**config.mk**
```make
export PLATFORM = sky130hd
export DESIGN_NAME = cp0_irq_ctrl_flat
export DESIGN_NICKNAME = d
export VERILOG_FILES = /design/src/rtl/cp0_irq_ctrl_if.sv /design/src/rtl/cp0_irq_ctrl.sv /design/src/flat_wrapper.sv
export SDC_FILE = /design/constraint.sdc
export NUM_CORES = 1
export LEC_CHECK = 0
export ABC_AREA = 1
export BUFFER_PORTS_ARGS = -buffer_cell sky130_fd_sc_hd__buf_2
export CORE_ASPECT_RATIO = 1.5
export CORE_MARGIN = 2
export CORE_UTILIZATION = 52
export DETAILED_ROUTE_END_ITERATION = 16
export PLACE_DENSITY = 0.78
export SLEW_MARGIN = 10
export SYNTH_ARGS = -nofsm -noshare
export SYNTH_HDL_FRONTEND = slang
export SYNTH_SLANG_ARGS = --single-unit
```
**constraint.sdc**
```tcl
create_clock -name clk -period 1.5 [get_ports clk]
set_input_delay 0.15 -clock clk [delete_from_list [all_inputs] [get_ports clk]]
set_output_delay 0.15 -clock clk [all_outputs]
set_load 0.02 [all_outputs]
```
**src/rtl/cp0_irq_ctrl_if.sv**
```systemverilog
// M-stage pipeline <-> CP0 bundle: mtc0/mfc0 access, exception inputs, interrupt lines, redirect outputs.
// Master is the pipeline side, slave is the CP0 controller.
interface cp0_irq_ctrl_if #(
  parameter int NUM_HWINT = 6
);
  logic                 we;
  logic [4:0]           cp0_addr;
  logic [31:0]          cp0_in;
  logic [31:0]          cp0_out;
  logic [31:0]          vpc;
  logic                 bd_in;
  logic [4:0]           exc_code_in;
  logic [NUM_HWINT-1:0] hw_int;
  logic                 exl_clr;
  logic [31:0]          epc_out;
  logic                 req;
  logic [NUM_HWINT-1:0] int_ack;

  modport master (
    output we, cp0_addr, cp0_in, vpc, bd_in, exc_code_in, hw_int, exl_clr,
    input  cp0_out, epc_out, req, int_ack
  );

  modport slave (
    input  we, cp0_addr, cp0_in, vpc, bd_in, exc_code_in, hw_int, exl_clr,
    output cp0_out, epc_out, req, int_ack
  );
endinterface

```
**src/rtl/cp0_irq_ctrl.sv**
```systemverilog
// CP0 exception/interrupt controller at the M stage: merges hw lines, Count/Compare timer and exception code.
// req/cp0_out/epc_out are combinational, state and int_ack update on the next clk edge; no backpressure.
module cp0_irq_ctrl #(
  parameter int          NUM_HWINT = 6,
  parameter bit          TIMER_EN  = 1'b1,
  parameter int          COUNT_DIV = 1,
  parameter logic [31:0] PRID      = 32'h0000_4B37
) (
  input logic           clk,
  input logic           reset,
  cp0_irq_ctrl_if.slave bus
);

  localparam int            PW         = (COUNT_DIV > 1) ? $clog2(COUNT_DIV) : 1;
  localparam logic [PW-1:0] PRESC_LAST = PW'(COUNT_DIV - 1);

  localparam logic [4:0] A_COUNT   = 5'd9;
  localparam logic [4:0] A_COMPARE = 5'd11;
  localparam logic [4:0] A_SR      = 5'd12;
  localparam logic [4:0] A_CAUSE   = 5'd13;
  localparam logic [4:0] A_EPC     = 5'd14;
  localparam logic [4:0] A_PRID    = 5'd15;

  logic [5:0]           im;
  logic                 exl;
  logic                 ie;
  logic                 bd;
  logic [5:0]           ip_hw;
  logic                 ip_tmr;
  logic [4:0]           exc_code;
  logic [31:0]          epc;
  logic [31:0]          count;
  logic [31:0]          compare;
  logic [PW-1:0]        presc;
  logic                 timer_pend;
  logic [NUM_HWINT-1:0] int_ack_q;

  logic [5:0]  hw_ext;
  logic [5:0]  ip;
  logic [5:0]  pend_hw;
  logic [5:0]  ack_sel;
  logic        int_req;
  logic        exc_req;
  logic        req;
  logic        wr;
  logic        tick;
  logic [31:0] epc_wdata;
  logic [31:0] cp0_rd;

  // Timer and hw line 5 share IP15; ack selection only looks at the hw-origin bits.
  assign hw_ext    = 6'(bus.hw_int);
  assign ip        = {ip_hw[5] | ip_tmr, ip_hw[4:0]};
  assign pend_hw   = ip_hw & im;
  assign ack_sel   = pend_hw & (~pend_hw + 6'd1);

  assign int_req   = ie & ~exl & (|(ip & im));
  assign exc_req   = ~exl & (bus.exc_code_in != 5'd0);
  assign req       = int_req | exc_req;
  assign wr        = bus.we & ~req;
  assign tick      = (presc == PRESC_LAST);
  assign epc_wdata = {bus.cp0_in[31:2], 2'b00};

  always_ff @(posedge clk) begin
    if (reset) begin
      im         <= '0;
      exl        <= 1'b0;
      ie         <= 1'b0;
      bd         <= 1'b0;
      ip_hw      <= '0;
      ip_tmr     <= 1'b0;
      exc_code   <= '0;
      epc        <= '0;
      count      <= '0;
      compare    <= '0;
      presc      <= '0;
      timer_pend <= 1'b0;
      int_ack_q  <= '0;
    end else begin
      ip_hw     <= hw_ext;
      ip_tmr    <= TIMER_EN & timer_pend;
      int_ack_q <= '0;

      if (req) begin
        exl      <= 1'b1;
        bd       <= bus.bd_in;
        exc_code <= int_req ? 5'd0 : bus.exc_code_in;
        epc      <= bus.bd_in ? (bus.vpc - 32'd4) : bus.vpc;
        if (int_req) begin
          int_ack_q <= ack_sel[NUM_HWINT-1:0];
        end
      end else begin
        if (wr && bus.cp0_addr == A_SR) begin
          im  <= bus.cp0_in[15:10];
          exl <= bus.cp0_in[1];
          ie  <= bus.cp0_in[0];
        end
        // eret overrides a same-cycle SR write for the EXL bit.
        if (bus.exl_clr) begin
          exl <= 1'b0;
        end
        if (wr && bus.cp0_addr == A_EPC) begin
          epc <= epc_wdata;
        end
      end

      if (TIMER_EN) begin
        presc <= tick ? '0 : presc + 1'b1;
        if (tick) begin
          count <= count + 32'd1;
          if (count == compare) begin
            timer_pend <= 1'b1;
          end
        end
        if (wr && bus.cp0_addr == A_COUNT) begin
          count <= bus.cp0_in;
          presc <= '0;
        end
        // Compare write acknowledges the timer and beats a same-cycle match.
        if (wr && bus.cp0_addr == A_COMPARE) begin
          compare    <= bus.cp0_in;
          timer_pend <= 1'b0;
        end
      end
    end
  end

  always_comb begin
    cp0_rd = '0;
    case (bus.cp0_addr)
      A_COUNT:   cp0_rd = TIMER_EN ? count : 32'd0;
      A_COMPARE: cp0_rd = TIMER_EN ? compare : 32'd0;
      A_SR:      cp0_rd = {16'd0, im, 8'd0, exl, ie};
      A_CAUSE:   cp0_rd = {bd, 15'd0, ip, 3'd0, exc_code, 2'd0};
      A_EPC:     cp0_rd = epc;
      A_PRID:    cp0_rd = PRID;
      default:   cp0_rd = '0;
    endcase
  end

  assign bus.cp0_out = cp0_rd;
  assign bus.req     = req;
  assign bus.int_ack = int_ack_q;
  assign bus.epc_out = (wr && bus.cp0_addr == A_EPC) ? epc_wdata : epc;

endmodule

```
**src/flat_wrapper.sv**
```systemverilog
// flat-port wrapper written by rule: the top's interface ports become plain ports
module cp0_irq_ctrl_flat 
#(
  parameter int          NUM_HWINT = 6,
  parameter bit          TIMER_EN  = 1'b1,
  parameter int          COUNT_DIV = 1,
  parameter logic [31:0] PRID      = 32'h0000_4B37
)
  (clk, reset, bus_we, bus_cp0_addr, bus_cp0_in, bus_vpc, bus_bd_in, bus_exc_code_in, bus_hw_int, bus_exl_clr, bus_cp0_out, bus_epc_out, bus_req, bus_int_ack);
  cp0_irq_ctrl_if #(.NUM_HWINT(NUM_HWINT)) bus_i ();
  input logic clk;
  input logic reset;
  input wire logic [$bits(bus_i.we)-1:0] bus_we;
  input wire logic [$bits(bus_i.cp0_addr)-1:0] bus_cp0_addr;
  input wire logic [$bits(bus_i.cp0_in)-1:0] bus_cp0_in;
  input wire logic [$bits(bus_i.vpc)-1:0] bus_vpc;
  input wire logic [$bits(bus_i.bd_in)-1:0] bus_bd_in;
  input wire logic [$bits(bus_i.exc_code_in)-1:0] bus_exc_code_in;
  input wire logic [$bits(bus_i.hw_int)-1:0] bus_hw_int;
  input wire logic [$bits(bus_i.exl_clr)-1:0] bus_exl_clr;
  output wire logic [$bits(bus_i.cp0_out)-1:0] bus_cp0_out;
  output wire logic [$bits(bus_i.epc_out)-1:0] bus_epc_out;
  output wire logic [$bits(bus_i.req)-1:0] bus_req;
  output wire logic [$bits(bus_i.int_ack)-1:0] bus_int_ack;
  assign bus_i.we = bus_we;
  assign bus_i.cp0_addr = bus_cp0_addr;
  assign bus_i.cp0_in = bus_cp0_in;
  assign bus_i.vpc = bus_vpc;
  assign bus_i.bd_in = bus_bd_in;
  assign bus_i.exc_code_in = bus_exc_code_in;
  assign bus_i.hw_int = bus_hw_int;
  assign bus_i.exl_clr = bus_exl_clr;
  assign bus_cp0_out = bus_i.cp0_out;
  assign bus_epc_out = bus_i.epc_out;
  assign bus_req = bus_i.req;
  assign bus_int_ack = bus_i.int_ack;
  cp0_irq_ctrl #(.NUM_HWINT(NUM_HWINT), .TIMER_EN(TIMER_EN), .COUNT_DIV(COUNT_DIV), .PRID(PRID)) u_core (.clk(clk), .reset(reset), .bus(bus_i));
endmodule
```
==> results of run 1 <==
-- repair_timing --
item                       4_1_cts
hold endpoints to repair         8
setup buffers                   72
cloned                          22
pin swaps                       82
hold buffers                     8
setup endpoints to repair      170
resized for setup              384
-- logic make-up after synthesis --
group                      count (synthesis)
other                                      1
and+or+nand+nor                          929
DFF                                      125
adders and majority gates                  2
xor gates and xnor gates                  19
buffers and inverters                    250
AOI/OAI and AO/OA                        165
-- per-stage QoR --
step / setup WS [ns] / area, sq um
3_5_place_dp: -0.278 / 11000
2_1_floorplan: -0.0291 / 8670
3_3_place_gp: -0.251 / 11000
4_1_cts: -0.684 / 14200
-- cells in the mapped netlist, types with 2 or more instances --
cell / n / area share
buf_2: 32 / 0.019
buf_1: 4 / 0.0018
o211ai_1: 11 / 0.0096
nand3_1: 250 / 0.15
nor2_4: 2 / 0.0026
nand2_2: 4 / 0.0029
o21ai_0: 29 / 0.017
nor3_1: 10 / 0.0058
xnor2_1: 6 / 0.0061
dfxtp_1: 125 / 0.29
inv_2: 2 / 0.00088
nor2_1: 143 / 0.063
o221ai_1: 8 / 0.0082
clkinv_1: 3 / 0.0013
a21oi_1: 92 / 0.054
o22ai_1: 12 / 0.0088
buf_6: 2 / 0.0026
nor2_2: 6 / 0.0044
a31oi_1: 6 / 0.0044
inv_1: 176 / 0.077
nand2_1: 483 / 0.21
ha_1: 2 / 0.0029
xor2_1: 13 / 0.013
o2111ai_1: 4 / 0.0041
nand3b_1: 4 / 0.0035
nand4_1: 20 / 0.015
or2_2: 3 / 0.0022
clkbuf_1: 31 / 0.014
-- layer usage --
layer | global-route usage | GRT overflow
met5 | 0.274 | 0
met2 | 1.67 | 2387
met4 | 1.30 | 558
met1 | 0.909 | 21
met3 | 0.758 | 7
==> results.yml, run 1 <==
run_status:
  status: "stopped before the end"
  lastStage: "5_1_grt"
  error_line: "[ERROR GRT-0232] Routing congestion too high. Check the congestion heatmap in the GUI."
yosys:
  synthArstFlopShare: 0
  synth_top_family_by_area: "simple AND/OR/NAND/NOR gates"
  synth-edff-count: 0
  muxShareOfSynthArea: 0
  synthesis.instances: 1491
  synth-compound-area-share: 0.109
  syn_area_sq_um: 8570
  mappedNetlistNets: 1578
  yosys_warnings: 0
  yosys.area_share.simple: 0.461
  syn_avg_cell_area_sq_um: 5.75
  synthAdderAreaFrac: 0.00292
  yosysUniqueCellTypes: 36
  yosysSeqAreaShare: 0.292
  dominantRegCellSynth: "dfxtp_1"
  ys_seq_elements: 125
  synthXorXnorAreaFrac: 0.0194
grt:
  grt-ovfl-total: 2973
  grt_max_degree: 63
  grt_usage: 1.14
floorplanning:
  die_y_microns: 161
  dieWidth_microns: 109
  initial_core_util: 0.529
  pin_count: 156
  row_count: 57
placed_design:
  io_buffers: 155
  gp_congestion: 0.967
  place_inst: 1972
  hpwl_microns: 24700
clock_network:
  root_buffer: "clkbuf_16"
  clock_path_buffers: 2
  cts_num_sinks: 125
  htreeDepth: 4
  cts_buffers: 17
==> inputs of run 2 (changes only) <==
--- a/config.mk
+++ b/config.mk
@@ -7,11 +7,10 @@
 export LEC_CHECK = 0
 export ABC_AREA = 1
 export BUFFER_PORTS_ARGS = -buffer_cell sky130_fd_sc_hd__buf_2
-export CORE_ASPECT_RATIO = 1.5
 export CORE_MARGIN = 2
-export CORE_UTILIZATION = 52
+export CORE_UTILIZATION = 40
 export DETAILED_ROUTE_END_ITERATION = 16
-export PLACE_DENSITY = 0.78
+export PLACE_DENSITY_LB_ADDON = 0.15
 export SLEW_MARGIN = 10
 export SYNTH_ARGS = -nofsm -noshare
 export SYNTH_HDL_FRONTEND = slang
==> constraint.sdc (replaced) <==
create_clock -name clk -period 2 [get_ports clk]
set_input_delay 0.2 -clock clk [delete_from_list [all_inputs] [get_ports clk]]
set_output_delay 0.2 -clock clk [all_outputs]
set_load 0.02 [all_outputs]
==> run 2 against run 1 <==
  * The flow now finishes, with violations (negative setup slack)
  * Synthesized cell count unchanged
  * Synthesized area did not move
==> results.yml, run 2 <==
run_status:
  status: "complete, but fails checks"
  violations: "negative setup slack"
yosys:
  synth-compound-area-share: 0.109
  synth.most_common_cell: "nand2_1"
  syn_area_sq_um: 8570
  yosysSeqAreaShare: 0.292
  synthAdderAreaFrac: 0.00292
  synth-edff-count: 0
  synth_commonest_cells: "nand2_1, nand3_1, inv_1"
  synth_top_family_by_area: "simple AND/OR/NAND/NOR gates"
  synth_top_area_frac: 0.292
  syn_avg_cell_area_sq_um: 5.75
  synthesis.instances: 1491
  ys_seq_elements: 125
  muxShareOfSynthArea: 0
  dominantRegCellSynth: "dfxtp_1"
  mappedNetlistNets: 1578
  synth.area.top_cells: "dfxtp_1, nand2_1, nand3_1"
  yosysUniqueCellTypes: 36
  synthArstFlopShare: 0
  synthXorXnorAreaFrac: 0.0194
  yosys.area_share.simple: 0.461
  yosys_warnings: 0
  yosys.area.top_type: "dfxtp_1"
pwr:
  ir_drop_uv: 413
  p_int_mw: 4.88
  p_leak_nw: 5.36
  p_clk_frac: 0.444
  powerDensity_nw_per_um2: 604
  swShare: 0.311
  p_switching_mw: 2.21
  p_seq_frac: 0.379
  pwr-share-comb: 0.178
sta:
  hold_violations: 0
  layout_min_cycle_time_ns: 2.28
  final_max_slew_viol_count: 0
  hold_ws_ns: 0.0429
  setup_viol: 33
  finalWorstSetupSlack_ns: -0.280
  finalCritPeriodShare: 1.14
  max_freq_mhz: 439
  finClkSkew_ns: 0.0123
  final.setup.tns_ns: -7.77
  rsz0062_at_grt: "yes"
grt:
  grt_pass1_wl_microns: 54300
  grt_pass1_vias: 9665
  grt_usage: 0.313
  grt_max_degree: 65
  antenna_found_initial: 2
  use_met3: 0.0542
  grt.met1_usage: 0.426
  gr-max-usage-layer: "met2"
  grt-ovfl-total: 0
  grt_use_met2: 0.501
floorplanning:
  pin_count: 156
  initial_core_util: 0.408
  core_area_sq_um: 21000
  design.die.area_sq_um: 22600
  dieWidth_microns: 150
  die_y_microns: 150
  row_count: 53
critical_path:
  cp_num_buf_inv: 3
  crit_type: "register to primary output"
  slowest_delay_ns: 0.35
  crit_top_cell: "nand2_4"
  cp_max_fo: 7
  cp-end-kind: "primary output"
  crit_required_ns: 1.80
  critical_path_arrival_ns: 2.08
  worstPathCellList: "nand2_4 -> nand2_4 -> nor2_4 -> nand2_4 -> nand2_4 -> nand2_2 -> nor2_4 -> buf_12 -> buf_12 -> nand3_1 -> nand2_2 -> buf_6"
  critPathLaunchType: "register"
  cpMaxStageDelayCell: "dfxtp_1"
  critPathTopFamily: "simple AND/OR/NAND/NOR gates"
placed_design:
  dpl-instance-area_sq_um: 9860
  gp_congestion: 1.00
  hpwl_microns: 25400
  io_buffers: 155
detailed_routing:
  wirelength_microns: 35800
  routedWlPerCell_microns: 18.1
  postRouteAntennaNets: 0
  drc: 0
  vias_per_cell: 5.39
  first_pass_iters: 8
  num_vias: 10700
  drt_iter0_markers: 1061
clock_network:
  cts_tree: "yes"
  root_buffer: "clkbuf_16"
  cts_buffers: 17
  cts.clk_slew.worst_paths_ns: 0.06
  clock_path_buffers: 2
  clock_latency_ns: 0.44
  htreeDepth: 4
  cts_num_sinks: 125
layout:
  fillers: 2052
  final_cell_area_sq_um: 11700
  layout_common_cells: "nand2_1, nand3_1, inv_1, nor2_1, buf_2"
  area_growth_pct: 37.0
  top_regs: "u_core.compare (32), u_core.count (32), u_core.epc (32)"
  multiInputGateArea_sq_um: 5610
  layout-drive-gt1-share: 0.238
  nets: 1773
  final-seq-area_sq_um: 2510
  final_common_cell: "nand2_1"
  fin_util: 0.558
job:
  maxCapViolCount: 0
hold_path:
  hp-class: "primary input to register"
[run 2: final cells by class]
class                           instances  area share
Multi-Input combinational cell       1116       0.478
Sequential cell                       125       0.214
Timing Repair Buffer                  245       0.170
Inverter                              181      0.0579
Clock buffer                           18      0.0374
Tap cell                              275      0.0293
Clock inverter                         14      0.0126
Antenna cell                            2    0.000426
[run 2: layer usage]
metal	routed length [microns]	vias to the layer above	share of wire
met5	7	-	0.00020
met4	1040	2	0.029
met3	2700	86	0.075
met2	16600	512	0.47
met1	15400	4849	0.43
li1	-	5210	-
[run 2: worst paths after layout]
path	from	to	slack (ns)	cells after the start
worst max register to register	u_core.im[1]	u_core.compare[11]	0	14
worst max-delay path	u_core.im[1]	bus_epc_out[27]	-0.28	12
worst min register to register	u_core.timer_pend	u_core.ip_tmr	0.44	2
worst min-delay path	bus_exc_code_in[2]	u_core.exc_code[2]	0.04	3
[run 2: what timing repair did]
| action | CTS | global route |
|---|---|---|
| hold endpoints to repair | 6 | 0 |
| pin swaps | 24 | 18 |
| cloned | 6 | 4 |
| resized for setup | 165 | 71 |
| endpoints found under the setup margin | 33 | 104 |
| buffers inserted | 26 | 2 |
| hold buffers | 6 | 0 |
[run 2: worst reg2reg max path: cells and delay by family (launching register included)]
family | cells | cell delay [ns]
AOI/OAI and AO/OA | 1 | 0.07
buffers and inverters | 4 | 0.58
DFF | 1 | 0.35
and+or+nand+nor | 9 | 0.87
[run 2: logic make-up (layout without fill, tap and decap cells)]
logic type               Yosys count  in the layout
AND/OR/NAND/NOR                  929            929
buffers and inverters            250            458
AO/OA/AOI/OAI                    165            165
flip-flops                       125            125
XOR/XNOR                          19             19
adder cells (fa/ha/maj)            2              2
other                              1              3
[run 2: stage by stage]
stage | std cells | power, mW | setup WS, ns
detailed placement | 1900 | 3.69 | 0.115
global route | 1975 | 7.32 | -0.316
CTS | 1970 | 7.03 | -0.186
floorplan | 1491 | 3.25 | 0.356
global placement | 1900 | 3.69 | 0.0771
finish | 1976 | 7.09 | -0.280
[run 2: power by group through the flow]
| stage | sequential, mW | combinational [mW] | clock (mW) |
|---|---|---|---|
| floorplan | 2.68 | 0.573 | 0 |
| global placement | 2.71 | 0.983 | 0 |
| detailed placement | 2.71 | 0.981 | 0 |
| CTS | 2.66 | 1.20 | 3.16 |
| global route | 2.69 | 1.36 | 3.27 |
| finish | 2.68 | 1.26 | 3.14 |
Power figures use the tool's default switching activity.
